$ cat config.mk
export PLATFORM = sky130hd
export DESIGN_NAME = uart_frame_parser_flat
export DESIGN_NICKNAME = d
export VERILOG_FILES = /design/src/rtl/uart_pkg.sv /design/src/rtl/uart_frame_parser_if.sv /design/src/rtl/uart_frame_buf.sv /design/src/rtl/uart_frame_parser.sv /design/src/flat_wrapper.sv
export SDC_FILE = /design/constraint.sdc
export NUM_CORES = 1
export LEC_CHECK = 0
export CAP_MARGIN = 20
export CORE_ASPECT_RATIO = 1.2
export CORE_MARGIN = 2
export CORE_UTILIZATION = 50
export CTS_CLUSTER_DIAMETER = 150
export DETAILED_ROUTE_END_ITERATION = 8
export PLACE_DENSITY_LB_ADDON = 0.12
export SLEW_MARGIN = 20
export SYNTH_ARGS = -nofsm -noshare
export SYNTH_HDL_FRONTEND = slang
export SYNTH_SLANG_ARGS = --single-unit
$ cat constraint.sdc
create_clock -name i_Clock -period 7.9 [get_ports i_Clock]
set_input_delay 1.58 -clock i_Clock [delete_from_list [all_inputs] [get_ports i_Clock]]
set_output_delay 1.58 -clock i_Clock [all_outputs]
set_load 0.02 [all_outputs]
$ cat src/rtl/uart_pkg.sv
`default_nettype none
// ============================================================================
// uart_pkg : shared state encoding and defaults for the UART frame parser
// Rev 1.0
// ============================================================================
package uart_pkg;

  typedef enum logic [2:0] {
    ST_IDLE    = 3'd0,
    ST_LEN     = 3'd1,
    ST_PAYLOAD = 3'd2,
    ST_CHECK   = 3'd3,
    ST_DRAIN   = 3'd4
  } state_t;

  localparam logic [7:0] SYNC_BYTE_DEFAULT = 8'hA5;
  localparam int         MAX_LEN_DEFAULT   = 16;

endpackage
`default_nettype wire

$ cat src/rtl/uart_frame_parser_if.sv
`default_nettype none
// ============================================================================
// uart_frame_parser_if : byte-strobe input, valid/ready payload output, errors
// Rev 1.0
// ============================================================================
interface uart_frame_parser_if;

  logic       i_RX_Done;
  logic [7:0] i_RX_Byte;
  logic [7:0] o_Data;
  logic       o_Data_Valid;
  logic       i_Data_Ready;
  logic       o_Data_Last;
  logic       o_Busy;
  logic       o_Err_Length;
  logic       o_Err_Checksum;
  logic       o_Err_Timeout;
  logic       o_Err_Overrun;

  // slave = the parser, master = the surrounding receiver and consumer
  modport slave (
    input  i_RX_Done, i_RX_Byte, i_Data_Ready,
    output o_Data, o_Data_Valid, o_Data_Last, o_Busy,
           o_Err_Length, o_Err_Checksum, o_Err_Timeout, o_Err_Overrun
  );

  modport master (
    output i_RX_Done, i_RX_Byte, i_Data_Ready,
    input  o_Data, o_Data_Valid, o_Data_Last, o_Busy,
           o_Err_Length, o_Err_Checksum, o_Err_Timeout, o_Err_Overrun
  );

endinterface
`default_nettype wire

$ cat src/rtl/uart_frame_buf.sv
`default_nettype none
// ============================================================================
// uart_frame_buf : DEPTH x 8 register file, sync write, async read, no reset
// Rev 1.0
// ============================================================================
module uart_frame_buf #(
  parameter int DEPTH = 16,
  parameter int AW    = 4
) (
  input  wire logic          i_Clock,
  input  wire logic          i_We,
  input  wire logic [AW-1:0] i_Waddr,
  input  wire logic [7:0]    i_Wdata,
  input  wire logic [AW-1:0] i_Raddr,
  output logic      [7:0]    o_Rdata
);

  logic [7:0] mem_q [DEPTH];

  always_ff @(posedge i_Clock) begin
    if (i_We) begin
      mem_q[i_Waddr] <= i_Wdata;
    end
  end

  assign o_Rdata = mem_q[i_Raddr];

endmodule
`default_nettype wire

$ cat src/rtl/uart_frame_parser.sv
`default_nettype none
// ============================================================================
// uart_frame_parser : SYNC, LEN, payload, CHK framing with checksum-gated drain
// Optional inter-byte timeout enabled by defining UART_FRAME_TIMEOUT_EN.
// Rev 1.0
// ============================================================================
module uart_frame_parser
  import uart_pkg::*;
#(
  parameter int         CLKS_PER_BIT = 868,
  parameter int         MAX_LEN      = MAX_LEN_DEFAULT,
  parameter logic [7:0] SYNC_BYTE    = SYNC_BYTE_DEFAULT,
  parameter int         TIMEOUT_BITS = 20
) (
  input  wire logic          i_Clock,
  input  wire logic          i_Reset,
  uart_frame_parser_if.slave bus
);

  localparam int         AW        = (MAX_LEN > 1) ? $clog2(MAX_LEN) : 1;
  localparam logic [7:0] MAX_LEN_B = 8'(MAX_LEN);

  if (MAX_LEN < 1 || MAX_LEN > 255 || CLKS_PER_BIT * TIMEOUT_BITS < 2) begin : g_bad_cfg
    $error("uart_frame_parser: illegal parameter set");
  end

  state_t     state_q, state_d;
  logic [7:0] len_q, len_d;
  logic [7:0] sum_q, sum_d;
  logic [7:0] wr_idx_q, wr_idx_d;
  logic [7:0] rd_idx_q, rd_idx_d;
  logic       err_len_q, err_len_d;
  logic       err_chk_q, err_chk_d;
  logic       err_ovr_q, err_ovr_d;
  logic       buf_we;
  logic [7:0] buf_rdata;
  logic [7:0] sum_next;
  logic       timer_expire;

  // 8-bit sum so the checksum test wraps mod 256
  assign sum_next = sum_q + bus.i_RX_Byte;

  always_comb begin
    state_d   = state_q;
    len_d     = len_q;
    sum_d     = sum_q;
    wr_idx_d  = wr_idx_q;
    rd_idx_d  = rd_idx_q;
    err_len_d = 1'b0;
    err_chk_d = 1'b0;
    err_ovr_d = 1'b0;
    buf_we    = 1'b0;
    unique case (state_q)
      ST_IDLE: begin
        if (bus.i_RX_Done && bus.i_RX_Byte == SYNC_BYTE) state_d = ST_LEN;
      end
      ST_LEN: begin
        if (bus.i_RX_Done) begin
          if (bus.i_RX_Byte == 8'd0 || bus.i_RX_Byte > MAX_LEN_B) begin
            err_len_d = 1'b1;
            state_d   = ST_IDLE;
          end else begin
            len_d    = bus.i_RX_Byte;
            sum_d    = bus.i_RX_Byte;
            wr_idx_d = 8'd0;
            state_d  = ST_PAYLOAD;
          end
        end
      end
      ST_PAYLOAD: begin
        if (bus.i_RX_Done) begin
          buf_we   = 1'b1;
          sum_d    = sum_next;
          wr_idx_d = wr_idx_q + 8'd1;
          if (wr_idx_q == len_q - 8'd1) state_d = ST_CHECK;
        end
      end
      ST_CHECK: begin
        if (bus.i_RX_Done) begin
          if (sum_next == 8'd0) begin
            rd_idx_d = 8'd0;
            state_d  = ST_DRAIN;
          end else begin
            err_chk_d = 1'b1;
            state_d   = ST_IDLE;
          end
        end
      end
      ST_DRAIN: begin
        err_ovr_d = bus.i_RX_Done;
        if (bus.i_Data_Ready) begin
          rd_idx_d = rd_idx_q + 8'd1;
          if (rd_idx_q == len_q - 8'd1) state_d = ST_IDLE;
        end
      end
      default: state_d = ST_IDLE;
    endcase
    // expiry is only raised on strobe-free cycles, so it never collides with the above
    if (timer_expire) state_d = ST_IDLE;
  end

  always_ff @(posedge i_Clock) begin
    if (i_Reset) begin
      state_q   <= ST_IDLE;
      len_q     <= 8'd0;
      sum_q     <= 8'd0;
      wr_idx_q  <= 8'd0;
      rd_idx_q  <= 8'd0;
      err_len_q <= 1'b0;
      err_chk_q <= 1'b0;
      err_ovr_q <= 1'b0;
    end else begin
      state_q   <= state_d;
      len_q     <= len_d;
      sum_q     <= sum_d;
      wr_idx_q  <= wr_idx_d;
      rd_idx_q  <= rd_idx_d;
      err_len_q <= err_len_d;
      err_chk_q <= err_chk_d;
      err_ovr_q <= err_ovr_d;
    end
  end

`ifdef UART_FRAME_TIMEOUT_EN
  localparam int TIMEOUT_CYCLES = CLKS_PER_BIT * TIMEOUT_BITS;
  localparam int GAP_W          = $clog2(TIMEOUT_CYCLES);

  logic [GAP_W-1:0] gap_q, gap_d;
  logic             err_to_q, err_to_d;
  logic             gap_run;

  // every entry into a timed state happens on a strobe, which already clears the count
  always_comb begin
    gap_run      = (state_q == ST_LEN) || (state_q == ST_PAYLOAD) || (state_q == ST_CHECK);
    timer_expire = gap_run && !bus.i_RX_Done && (gap_q == GAP_W'(TIMEOUT_CYCLES - 1));
    gap_d        = (gap_run && !bus.i_RX_Done) ? gap_q + 1'b1 : '0;
    err_to_d     = timer_expire;
  end

  always_ff @(posedge i_Clock) begin
    if (i_Reset) begin
      gap_q    <= '0;
      err_to_q <= 1'b0;
    end else begin
      gap_q    <= gap_d;
      err_to_q <= err_to_d;
    end
  end

  assign bus.o_Err_Timeout = err_to_q;
`else
  assign timer_expire      = 1'b0;
  assign bus.o_Err_Timeout = 1'b0;
`endif

  uart_frame_buf #(
    .DEPTH (MAX_LEN),
    .AW    (AW)
  ) u_buf (
    .i_Clock (i_Clock),
    .i_We    (buf_we),
    .i_Waddr (wr_idx_q[AW-1:0]),
    .i_Wdata (bus.i_RX_Byte),
    .i_Raddr (rd_idx_q[AW-1:0]),
    .o_Rdata (buf_rdata)
  );

  // data is forced to zero outside DRAIN so un-reset buffer contents never leak out
  assign bus.o_Data_Valid   = (state_q == ST_DRAIN);
  assign bus.o_Data         = (state_q == ST_DRAIN) ? buf_rdata : 8'h00;
  assign bus.o_Data_Last    = (state_q == ST_DRAIN) && (rd_idx_q == len_q - 8'd1);
  assign bus.o_Busy         = (state_q != ST_IDLE);
  assign bus.o_Err_Length   = err_len_q;
  assign bus.o_Err_Checksum = err_chk_q;
  assign bus.o_Err_Overrun  = err_ovr_q;

endmodule
`default_nettype wire

$ cat src/flat_wrapper.sv
// flat-port wrapper written by rule: the top's interface ports become plain ports
module uart_frame_parser_flat import uart_pkg::*;
#(
  parameter int         CLKS_PER_BIT = 868,
  parameter int         MAX_LEN      = MAX_LEN_DEFAULT,
  parameter logic [7:0] SYNC_BYTE    = SYNC_BYTE_DEFAULT,
  parameter int         TIMEOUT_BITS = 20
)
  (i_Clock, i_Reset, bus_i_RX_Done, bus_i_RX_Byte, bus_i_Data_Ready, bus_o_Data, bus_o_Data_Valid, bus_o_Data_Last, bus_o_Busy, bus_o_Err_Length, bus_o_Err_Checksum, bus_o_Err_Timeout, bus_o_Err_Overrun);
  uart_frame_parser_if bus_i ();
  input  wire logic i_Clock;
  input  wire logic i_Reset;
  input wire logic [$bits(bus_i.i_RX_Done)-1:0] bus_i_RX_Done;
  input wire logic [$bits(bus_i.i_RX_Byte)-1:0] bus_i_RX_Byte;
  input wire logic [$bits(bus_i.i_Data_Ready)-1:0] bus_i_Data_Ready;
  output wire logic [$bits(bus_i.o_Data)-1:0] bus_o_Data;
  output wire logic [$bits(bus_i.o_Data_Valid)-1:0] bus_o_Data_Valid;
  output wire logic [$bits(bus_i.o_Data_Last)-1:0] bus_o_Data_Last;
  output wire logic [$bits(bus_i.o_Busy)-1:0] bus_o_Busy;
  output wire logic [$bits(bus_i.o_Err_Length)-1:0] bus_o_Err_Length;
  output wire logic [$bits(bus_i.o_Err_Checksum)-1:0] bus_o_Err_Checksum;
  output wire logic [$bits(bus_i.o_Err_Timeout)-1:0] bus_o_Err_Timeout;
  output wire logic [$bits(bus_i.o_Err_Overrun)-1:0] bus_o_Err_Overrun;
  assign bus_i.i_RX_Done = bus_i_RX_Done;
  assign bus_i.i_RX_Byte = bus_i_RX_Byte;
  assign bus_i.i_Data_Ready = bus_i_Data_Ready;
  assign bus_o_Data = bus_i.o_Data;
  assign bus_o_Data_Valid = bus_i.o_Data_Valid;
  assign bus_o_Data_Last = bus_i.o_Data_Last;
  assign bus_o_Busy = bus_i.o_Busy;
  assign bus_o_Err_Length = bus_i.o_Err_Length;
  assign bus_o_Err_Checksum = bus_i.o_Err_Checksum;
  assign bus_o_Err_Timeout = bus_i.o_Err_Timeout;
  assign bus_o_Err_Overrun = bus_i.o_Err_Overrun;
  uart_frame_parser #(.CLKS_PER_BIT(CLKS_PER_BIT), .MAX_LEN(MAX_LEN), .SYNC_BYTE(SYNC_BYTE), .TIMEOUT_BITS(TIMEOUT_BITS)) u_core (.i_Clock(i_Clock), .i_Reset(i_Reset), .bus(bus_i));
endmodule
## Word level (Yosys, flattened, before mapping)

Memories as Yosys holds them, arrays and structs flattened. A register that Yosys moved wholly into a read port is not among the register bits.
Index checks and enable logic that the tools add are counted.

| storage, ports and cells | value |
|---|---|
| bits in registers | 38 |
| input bits | 12 |
| bits in writable memories | 128 |
| output and inout bits | 15 |
| memories kept | 1 |
| word-level logic and storage cells | 82 |

| operators by class | value |
|---|---|
| bitwise gates (word level) | 5 |
| $add $sub $neg | 4 |
| eq/ne operators | 16 |
| reduce and logical (&&, ||, !) cells | 16 |
| $lt $le $gt $ge | 1 |
| multiplexer cells | 31 |

Memory list:

| memory | depth | bits a word | rd ports | clocked after Yosys merged registers in | write ports | line | RTL |
|---|---|---|---|---|---|---|---|
| u_core.u_buf.mem_q | 16 | 8 | 1 | 1 | 1 | uart_frame_buf.sv:18 | `logic [7:0] mem_q [DEPTH];` |

Operators by type and width:

| cell | count |
|---|---|
| two-way mux 8 bit | 10 |
| one-hot mux 8 bit (2 select lines) | 3 |
| two-way mux 3 bit | 8 |
| adder 8 x 1 -> 8 bit, second input constant | 2 |
| equality test 8 bit | 2 |
| logical NOT 8 bit | 2 |
| one-hot mux 3 bit (5 select lines) | 1 |
| inequality test 2 bit, second input constant | 5 |
| adder 8 bit | 1 |
| equality test 8 bit, second input constant | 1 |
| greater-than comparator 8 x 5 -> 1 bit, second input constant | 1 |
| two-way mux 4 bit | 2 |
| inequality test 2 x 1 -> 1 bit, second input constant | 4 |
| AND reduction 4 bit | 2 |
| subtractor 8 x 1 -> 8 bit, second input constant | 1 |
| AND reduction 7 bit | 1 |
| equality test 3 x 2 -> 1 bit, second input constant | 2 |
| two-way mux 1 bit | 6 |
| OR reduction 3 bit | 2 |
| NOT 1 bit | 5 |
| nonzero test 2 bit | 2 |
| equality test 3 x 1 -> 1 bit, second input constant | 1 |
| equality test 3 bit, second input constant | 1 |
| logical NOT 3 bit | 1 |
| 6 further kinds | 7 |

## Depth between registers and ports, before layout

| depth | value |
|---|---|
| depth after elaboration | 7 |
| gate-level depth with buffers | 8 |
| depth with buffers taken out | 8 |

## By module

A second synthesis with hierarchy kept.

| unflattened totals | value |
|---|---|
| cell total of the unflattened synthesis | 554 |
| area total of the unflattened synthesis | 7676.1 µm² |

Modules (own cells, without submodules):

| module | area each (µm²) | cells each | times used | sequential area each (µm²) |
|---|---|---|---|---|
| uart_frame_buf | 4987.3 | 221 | 1 | 3843.7 |
| uart_frame_parser | 2688.8 | 333 | 1 | 760.7 |

## Worst setup path after synthesis

No wires, ideal clock.

| timing | value |
|---|---|
| path kind | flip-flop to output port |
| start | register u_core.len_q[2] |
| end | output port bus_o_Data_Last |
| path slack | 3.759 ns |
| path buffers | 2 |
| stages on the path, launching flop included | 8 |
| required time | 6.320 ns |
| data arrival time | 2.561 ns |
| path through | dfxtp_1 > buf_6 > or4_1 > buf_2 > or4b_1 > nand3_1 > o211ai_2 > a2111oi_1 |

| between the ends | value |
|---|---|
| word-level cells in the longest chain between the ends | 3 |

RTL lines:

| what | line | RTL |
|---|---|---|
| from (decl) | uart_frame_parser.sv:28 | `logic [7:0] len_q, len_d;` |
| from (signal assigned) | uart_frame_parser.sv:114 | `len_q <= len_d;` |
| subtractor 8 x 1 -> 8 bit | uart_frame_parser.sv:171 | `assign bus.o_Data_Last = (state_q == ST_DRAIN) && (rd_idx_q == len_q - 8'd1);` |
| equality test 8 bit | uart_frame_parser.sv:171 |  |
| logical AND 1 bit | uart_frame_parser.sv:171 |  |
| to (decl) | flat_wrapper.sv:18 | `output wire logic [$bits(bus_i.o_Data_Last)-1:0] bus_o_Data_Last;` |

Every way passes these cells.

## Worst setup path after layout

| timing | value |
|---|---|
| start | register u_core.len_q[0] |
| end | output port bus_o_Data_Last |

Same word-level chain as after synthesis.

==> key figures <==
Placement
  – DP Worst Slack: about 2.9 ns
  – Port bufs: 25
  – Dpl hpwl: between 10000 and 15000 um
  – Routability cong.: 0.7926

STA
  – Setup tns final: 0 ns
  – Final Setup Violations: 0
  – Tightest Pin Transition: 1.137 ns
  – Crit path time final: around 5 ns
  – Slew Limit Headroom: between 20% and 30%
  – Fmax: about 200 MHz
  – Setup ws final: 3.017 ns
  – Final period utilization: 61.82%
  – RSZ-0062 raised after global routing: no
  – Fin Clk Skew: between 0.006 and 0.007 ns
  – Max-slew violations: 0
  – Hold Fails Final Rpt: 0

Worst setup path
  – Crit path max fanout: 6
  – Endpoint class of the critical path: primary output
  – Startpoint Class: flop
  – Crit Path Category: flop to primary output
  – CP required: 6.32 ns
  – Critical path arrival: ~3.3 ns

Global route
  – Met1 usage: 29.56%
  – GR peak layer: met2
  – First-pass GRT wire length: 25780 um
  – Vias in the first global route: 4629
  – Global route overflow: 0
  – Met2 Track Usage GR: a little over a third
  – Total GRT Usage: 21.70%
  – Initial antenna violation count: 0
  – Grt met3 use: roughly 3.8%
  – Largest net degree at the start of global routing: 33

Logic synthesis
  – Async set or reset register ratio after synthesis: 0%
  – Syn. warnings: 0
  – Synth cell types: 69
  – Top flip-flop cell by instance count after synthesis: edfxtp_1
  – Synth top area share: around half
  – Mapped Area: around 7600 um^2
  – Post-synth EDFFs: about 130
  – Synth area leader: edfxtp_1
  – Syn avg cell area: around 14 um^2
  – Syn nets: 555
  – Sequential-to-total area share from yosys stat: about three fifths
  – Ranking of synthesized cells by area: edfxtp_1, mux4_2, dfxtp_1
  – Synth Register Bits: 170
  – Cells after synthesis: between 500 and 600

Drt
  – Vias: 4447
  – Aggregate routed wire length: roughly 17000 um
  – Drt pass-1 iters: 4
  – Final antenna-violating net count: 0
  – Drt initial violations: 404
  – WL per Instance: 21.67 um
  – Via density: ~5.8
  – Remaining DRCs: 0

Floorplanning
  – Die area: between 15000 and 20000 um^2
  – DIE HEIGHT: roughly 140 um
  – Ports: 27
  – Die width: between 100 and 150 um
  – Core area: 14960 um^2
  – Std-Cell Rows: between 40 and 50
  – Initial Utilization: 51.03%

Pwr
  – VDD IR max: 109.3 uV
  – PwrDens: between 200 and 250 nW/um^2
  – Pleak: 0.002759 uW

Clock network
  – Post-CTS sizing: 0
  – Htree depth: 4
  – Worst skew pair latency: ~0.43 ns
  – Num CTS Buffers: 17
  – Cts hold-fix bufs: 0
  – Clk sinks: 170
  – CTS tree: yes
  – Clock Root Buffer: clkbuf_16
  – Post-CTS Setup Inserts: 0
  – Maximum clock insertion buffer count: 2
  – Clk slew on worst S/H paths: ~0.06 ns

Layout
  – Area grow syn2layout: 13.24%
  – Layout cells sized above 1: about 17%
  – Most common cell after layout, fill and taps aside: edfxtp_1
  – Layout Nets: roughly 570
  – N_diodes: 0
  – Final cell utilization of the core: 57.79%
  – Most frequent cells in the layout: edfxtp_1, nor2_1, dfxtp_1, mux4_2, nand2_1

Hold path
  – Hold Path Class: flop to flop

Run status
  – Run status: completed

Run
  – MaxCap Viol Count: 0
==> power breakdown <==
group	internal, uW	switching, uW	total, uW	leakage, uW
logic	10.8	25.3	36.1	0.000976
clock network	531	349	880	0.000295
registers	959	0.0364	959	0.00149
total	1500	374	1870	0.00276
==> cells by family (layout without fill, tap and decap cells) <==
kind of cell	count (synthesis)	after routing	synth area share (%)
AO/OA/AOI/OAI	55	55	5.344
XOR/XNOR	30	30	3.622
adder cells (fa/ha/maj)	15	15	2.524
buffers and inverters	44	76	3.098
flip-flops	170	170	61.37
multiplexers	45	45	12.46
other	1	1	0.04913
AND/OR/NAND/NOR	169	169	11.54
==> registers in the layout, summed over array words and instances, names as in the netlist, named ones only <==
register	flops
u_core.bus.o_Err_Checksum	1
u_core.bus.o_Err_Length	1
u_core.bus.o_Err_Overrun	1
u_core.len_q	8
u_core.rd_idx_q	8
u_core.state_q	3
u_core.sum_q	8
u_core.u_buf.mem_q	128
u_core.wr_idx_q	8
==> Yosys cell counts (all sizes together), types with 3 or more instances <==
cell type and number:
nand4 3, mux4 40, nand3 10, or3b 5, o21ai 7, mux2i 5, nand2 36, a21oi 12
nor4 10, dfxtp 42, or2 3, nor3 14, ha 13, nor4b 5, a211oi 4, inv 13
nor2b 3, a2111oi 3, and3 6, xor2 14, nand2b 3, a311oi 6, xnor2 15, and2 9
clkbuf 19, nor2 46, or3 7, buf 12, o211ai 4, edfxtp 128
==> layer usage <==
layer / up-vias / routed length [um]
li1: 2075 / -
met1: 2243 / 7322
met2: 109 / 8313
met3: 20 / 667
met4: 0 / 278
met5: - / 0
==> stage by stage <==
| stage | power (uW) | std cells | hold slack, ns | instance area [um^2] |
|---|---|---|---|---|
| final | 1875 | 765 | 0.4637 | 8645 |
| after global placement | 1012 | 732 | 0.4469 | 8010 |
| after global routing | 1922 | 765 | 0.4946 | 8645 |
| after floorplan | 992.1 | 529 | 0.4356 | 7634 |
| after detailed placement | 1014 | 732 | 0.4586 | 8010 |
| after CTS | 1885 | 764 | 0.4674 | 8635 |
==> final cells by class <==
class,count,area (um^2)
Multi-Input combinational cell,315,2735
Inverter,13,48.80
Fill cell,1219,6315
Clock inverter,14,195.2
Tap cell,204,255.2
Timing Repair Buffer,31,295.3
Clock buffer,18,429.2
Sequential cell,170,4686
==> worst paths after layout <==
check                                              to  slack [ns]                      startpoint  cells past startpoint
setup / recovery                      bus_o_Data_Last        3.02    u_core.len_q[0]$_SDFFE_PP0P_                      8
hold / removal           u_core.sum_q[6]$_SDFFE_PP0P_        0.46    u_core.sum_q[6]$_SDFFE_PP0P_                      2
setup reg to reg  u_core.u_buf.mem_q[14][7]$_DFFE_PP_        4.78  u_core.state_q[1]$_SDFFE_PP0P_                      5
hold reg to reg          u_core.sum_q[6]$_SDFFE_PP0P_        0.46    u_core.sum_q[6]$_SDFFE_PP0P_                      2
==> critical path, stage by stage, from the launching register on <==
cell and delay, ns:
dfxtp_1 0.37, inv_1 0.08, ha_1 0.22, or3b_2 0.51, nor3_1 0.30, xnor3_1 0.19
o2111ai_1 0.15, a2111oi_1 0.39, clkdlybuf4s50_1 0.68
No activity file was read; power rests on OpenSTA's default activity.
